### src/rtl/cola_lector_destinos.sv
// cola_lector_destinos
// Sequential reader for the external-destination table. Walks the destination
// ROM from address 0 to NUM_DEST-1, captures each 2-bit floor code into a small
// FIFO and hands the codes to the elevator controller over valid/ready.
//
// Parameters:
//   NUM_DEST   - table entries read per run (1..256)
//   FIFO_DEPTH - output FIFO entries, power of two (2..16)
// Ports:
//   clk, rst_n  - rising-edge clock, asynchronous active-low reset
//   start       - one-cycle pulse, begins a run when idle
//   address     - ROM address currently presented
//   destino     - floor code returned by the ROM for address
//   dest_valid  - FIFO head holds a floor
//   dest_floor  - FIFO head floor code
//   dest_ready  - controller accepts the head when high with dest_valid
//   busy        - run in progress
//   done        - one-cycle pulse when the run ends
//   pending     - FIFO occupancy, 0..FIFO_DEPTH
// Configuration macro:
//   COLA_SKIP_REPEAT_EN - when defined, a code equal to the last code pushed in
//                         the current run is dropped instead of pushed.
module cola_lector_destinos #(
    parameter int unsigned NUM_DEST   = 10,
    parameter int unsigned FIFO_DEPTH = 4
) (
    input  logic       clk,
    input  logic       rst_n,
    input  logic       start,
    output logic [7:0] address,
    input  logic [1:0] destino,
    output logic       dest_valid,
    output logic [1:0] dest_floor,
    input  logic       dest_ready,
    output logic       busy,
    output logic       done,
    output logic [4:0] pending
);

    localparam int unsigned PW        = $clog2(FIFO_DEPTH);
    localparam logic [7:0]  LAST_ADDR = 8'(NUM_DEST - 1);
    localparam logic [4:0]  FULL_CNT  = 5'(FIFO_DEPTH);

    typedef enum logic [1:0] {
        IDLE,
        FETCH,
        CAPTURE,
        DRAIN
    } state_t;

    state_t        state, state_nx;
    logic [7:0]    addr_q, addr_nx;
    logic [1:0]    mem [FIFO_DEPTH];
    logic [PW-1:0] wr_ptr, rd_ptr;
    logic [4:0]    count;
    logic          done_q, done_nx;
    logic          push, pop, full;

`ifdef COLA_SKIP_REPEAT_EN
    logic [1:0]    last_code;
    logic          last_vld;
    logic          dup;
    logic          clr_last;

    assign dup = last_vld && (destino == last_code);
`endif

    // Fullness uses the registered count, so a same-cycle pop never makes
    // room for this cycle's push.
    assign full = (count == FULL_CNT);
    assign pop  = (count != '0) && dest_ready;

    always_comb begin
        state_nx = state;
        addr_nx  = addr_q;
        push     = 1'b0;
        done_nx  = 1'b0;
`ifdef COLA_SKIP_REPEAT_EN
        clr_last = 1'b0;
`endif
        case (state)
            IDLE: begin
                addr_nx = '0;
                if (start) begin
                    state_nx = FETCH;
`ifdef COLA_SKIP_REPEAT_EN
                    clr_last = 1'b1;
`endif
                end
            end
            FETCH: begin
                state_nx = CAPTURE;
            end
            CAPTURE: begin
`ifdef COLA_SKIP_REPEAT_EN
                // A repeated code is dropped and the walk advances even when
                // the FIFO is full, since nothing needs to be stored.
                if (dup || !full) begin
                    push = !dup;
`else
                if (!full) begin
                    push = 1'b1;
`endif
                    if (addr_q == LAST_ADDR) begin
                        state_nx = DRAIN;
                    end else begin
                        addr_nx  = addr_q + 8'd1;
                        state_nx = FETCH;
                    end
                end
            end
            DRAIN: begin
                if (count == '0) begin
                    state_nx = IDLE;
                    addr_nx  = '0;
                    done_nx  = 1'b1;
                end
            end
            default: begin
                state_nx = IDLE;
                addr_nx  = '0;
            end
        endcase
    end

    always_ff @(posedge clk or negedge rst_n) begin
        if (!rst_n) begin
            state  <= IDLE;
            addr_q <= '0;
            done_q <= 1'b0;
        end else begin
            state  <= state_nx;
            addr_q <= addr_nx;
            done_q <= done_nx;
        end
    end

    always_ff @(posedge clk or negedge rst_n) begin
        if (!rst_n) begin
            for (int unsigned i = 0; i < FIFO_DEPTH; i++) begin
                mem[i] <= '0;
            end
            wr_ptr <= '0;
            rd_ptr <= '0;
            count  <= '0;
        end else begin
            if (push) begin
                mem[wr_ptr] <= destino;
                wr_ptr      <= wr_ptr + 1'b1;
            end
            if (pop) begin
                rd_ptr <= rd_ptr + 1'b1;
            end
            case ({push, pop})
                2'b10:   count <= count + 5'd1;
                2'b01:   count <= count - 5'd1;
                default: count <= count;
            endcase
        end
    end

`ifdef COLA_SKIP_REPEAT_EN
    always_ff @(posedge clk or negedge rst_n) begin
        if (!rst_n) begin
            last_code <= '0;
            last_vld  <= 1'b0;
        end else if (clr_last) begin
            last_vld  <= 1'b0;
        end else if (push) begin
            last_code <= destino;
            last_vld  <= 1'b1;
        end
    end
`endif

    assign address    = addr_q;
    assign dest_valid = (count != '0);
    assign dest_floor = mem[rd_ptr];
    assign busy       = (state != IDLE);
    assign done       = done_q;
    assign pending    = count;

endmodule

### config.mk
export PLATFORM = sky130hd
export DESIGN_NAME = cola_lector_destinos
export DESIGN_NICKNAME = d
export VERILOG_FILES = /design/src/rtl/cola_lector_destinos.sv
export SDC_FILE = /design/constraint.sdc
export NUM_CORES = 1
export LEC_CHECK = 0
export BUFFER_PORTS_ARGS = -buffer_cell sky130_fd_sc_hd__buf_4
export CORE_ASPECT_RATIO = 0.6
export CORE_UTILIZATION = 45
export CTS_CLUSTER_DIAMETER = 150
export DETAILED_ROUTE_END_ITERATION = 8
export PLACE_DENSITY_LB_ADDON = 0.08
export RECOVER_POWER = 25
export SLEW_MARGIN = 30
export SYNTH_ARGS = -nofsm -noshare
export SYNTH_HDL_FRONTEND = slang
export SYNTH_SLANG_ARGS = --single-unit
### constraint.sdc
create_clock -name clk -period 8.5 [get_ports clk]
set_clock_uncertainty 0.1 [all_clocks]
set_input_delay 1.7 -clock clk [delete_from_list [all_inputs] [get_ports clk]]
set_output_delay 1.7 -clock clk [all_outputs]
set_load 0.05 [all_outputs]
==> metrics.yaml <==
run_status:
  status: "complete, no violations"
clocking:
  htree_levels: 1
  clk_pin_slew_worst_paths_ns: 0.09
  cts-root-buf: "clkbuf_8"
  clock_latency_ns: 0.27
  cts_buffer_depth: 2
  cts_tree: "done"
  numCtsBuffers: 3
  holdBufCountCts: 0
  cts.sinks: 28
  postCtsSetupBuffers: 0
  post_cts_resized: 0
logic_synthesis:
  synth_compound_area_share_pct: 14.3
  ys.flop_type: "dfrtp_1"
  synth_mux_area_share_pct: 11.4
  synth_xor_area_share_pct: 4.39
  syn_area_um2: 1600
  synth-edff-count: 0
  synth_warnings: 0
  synth_seq_cells: 28
  async_flop_share_pct: 100
  synthAdderAreaFrac_pct: 7.05
  syn_nets: 165
  synth_top_family_by_area: "simple AND/OR/NAND/NOR gates"
  synthDistinctLibCells: 40
  synth-simple-area-share_pct: 14.3
  avgSynthCellArea_um2: 10.6
  synth_cells: 150
  ys_seq_area_share_pct: 43.9
sta:
  timing.hold.ws_ns: 0.412
  fmax_mhz: 285
  period_share_pct: 41.3
  rsz0062_at_grt: "no"
  finalSetupTns_ns: 0
  hold_violations: 0
  max_slew.worst_pin.slew_ns: 1.48
  drv_slew: 0
  setup-violations-final: 0
  slew-limit-headroom_pct: 1.01
  layout_min_cycle_time_ns: 3.51
route:
  routed_wl_mm: 3.18
  via_per_inst: 5.56
  dr.pass1.iters: 4
  drc_errors: 0
  via_count: 1212
  routedWlPerCell_um: 14.6
  drt_iter0_drc: 33
  postRouteAntennaNets: 0
setup_path:
  reg2reg_to: "pending[4]$_DFFE_PN0P_"
  cp-endpoint: "pending[4]$_DFFE_PN0P_"
  cpMostUsedCell: "ha_1"
  cp.depth: 9
  worstPathArrival_ns: 3.56
  path_delay_family: "compound AO/OA/AOI/OAI gates"
  r2r_cells: 10
  start_kind: "input port"
  slowest_delay_ns: 0.37
  cp-end-kind: "register"
  reg2reg_slack_ns: 5.33
  cp_max_fo: 9
  required_ns: 8.55
  critical_path_class: "in2reg"
  cp-startpoint: "dest_ready"
  timing.critical_path.cells: "buf_4 -> and2_1 -> ha_1 -> xor2_1 -> ha_1 -> a21o_1 -> a22oi_1 -> o211a_1 -> a2111oi_0"
  cp.buffers_inverters: 1
  slowest_stage: "a2111oi_0"
  r2r-start: "pending[1]$_DFFE_PN0P_"
layout:
  fin_nets: 189
  drive_gt1_share_pct: 25.4
  antenna_cells: 0
  area_delta_synth_final_pct: 16.8
  finalInstanceArea_um2: 1870
placement:
  port_buffers: 23
  gp_congestion: 0.900
  dpl.hpwl_mm: 2.34
  place_area_um2: 1800
grt:
  grtUsageTotal_pct: 18.2
  grt_pass1_vias: 1094
  grt_pass1_wl_mm: 5.15
  gr-total-overflow: 0
  antenna_found_initial: 0
  grt_max_degree: 29
floorplanning:
  fp.dieW_um: 78.9
  pin_count: 24
  core_um2: 3320
  dieArea_um2: 3800
  rows: 16
  die_h_um: 48.1
  initial_utilization_pct: 48.0
pwr:
  p_leak_nw: 0.835
  p_per_area_nw_per_um2: 420
  ir_drop_mv: 0.255
worst_hold_path:
  hp-class: "reg2reg"
flow_run:
  maxCapViolations: 0
==> layout by cell type (no fill, tap or decap), drive strengths merged, types with 5 or more instances in the layout <==
cell type and n:
a31oi 10, ha 9, nor2 9, dfrtp 28
buf 23, inv 11, a21oi 5, mux2 10
nand2 13
==> state kept, by name, indices dropped and copies added, names as in the netlist <==
| name | cells |
|---|---|
| address | 8 |
| mem | 8 |
| pending | 5 |
| rd_ptr | 2 |
| state | 2 |
| wr_ptr | 2 |
| done | 1 |
==> cell usage after synthesis (all sizes together), types with 2 or more instances <==
cell type	instances	area (µm²)
a2111oi	2	23.8
a21o	3	22.5
a21oi	5	25.0
a22oi	2	15.0
a31oi	10	62.6
and2	2	12.5
buf	3	27.5
clkbuf	2	7.51
dfrtp	28	701
ha	9	113
inv	11	41.3
mux2	10	116
mux2i	2	20.0
mux4	2	45.0
nand2	13	48.8
nand2b	3	18.8
nand3	3	15.0
nor2	9	33.8
nor3	3	15.0
nor4b	3	38.8
o21ai	4	20.0
xnor2	4	35.0
xor2	4	35.0
==> cell families after synthesis <==
family	count (synthesis)
buffers and inverters	16
DFF	28
xor gates and xnor gates	8
adders and majority gates	9
and+or+nand+nor	42
AOI/OAI and AO/OA	33
muxes	14
==> report_power, final <==
part / internal [mW] / switching [mW]
registers: 0.187 / 0.0721
logic: 0.169 / 0.250
clock network: 0.0631 / 0.0411
total: 0.420 / 0.363
==> per-layer routing <==
layer	GRT usage (%)	wire length [µm]
met2	29.2	1330
met5	0	0
met1	25.7	1720
met3	3.93	105
met4	4.73	19
==> worst min path at each step <==
stage | start | to | slack (ns) | cells after the start
2_1_floorplan | mem[2]$_DFFE_PN0P_ | mem[2]$_DFFE_PN0P_ | 0.37 | 1
3_3_place_gp | mem[4]$_DFFE_PN0P_ | mem[4]$_DFFE_PN0P_ | 0.39 | 1
3_5_place_dp | mem[4]$_DFFE_PN0P_ | mem[4]$_DFFE_PN0P_ | 0.39 | 1
4_1_cts | mem[4]$_DFFE_PN0P_ | mem[4]$_DFFE_PN0P_ | 0.42 | 1
5_1_grt | mem[6]$_DFFE_PN0P_ | mem[6]$_DFFE_PN0P_ | 0.43 | 1
6_report | mem[5]$_DFFE_PN0P_ | mem[5]$_DFFE_PN0P_ | 0.41 | 1
==> final cells by class <==
cell class / count / area [µm²]
clock buffers: 3 / 41.3
clock inverters: 1 / 30.0
fillers: 301 / 1460
inverters: 11 / 41.3
multi-input cells: 106 / 820
flip-flops and latches: 28 / 701
well taps: 45 / 56.3
repair buffers: 24 / 176
==> through the flow <==
stage	worst slack, ns	std cells	total power [mW]	utilization (%)
CTS	4.99	218	0.790	56.3
global placement	4.82	214	0.674	54.1
floorplan	4.91	150	0.582	-
detailed placement	4.65	214	0.682	54.1
finish	4.99	218	0.783	56.1
global route	4.84	218	0.838	56.1
==> worst register-to-register path: cells and delay by family, from the launching register on <==
kind            cells  cell delay (ns)
buf+inv             1             0.12
compound gates      5             1.03
flops               1             0.52
fa+ha+maj           2             0.55
simple gates        1             0.52
xor+xnor            1             0.19
(Power assumes the default switching activity.)
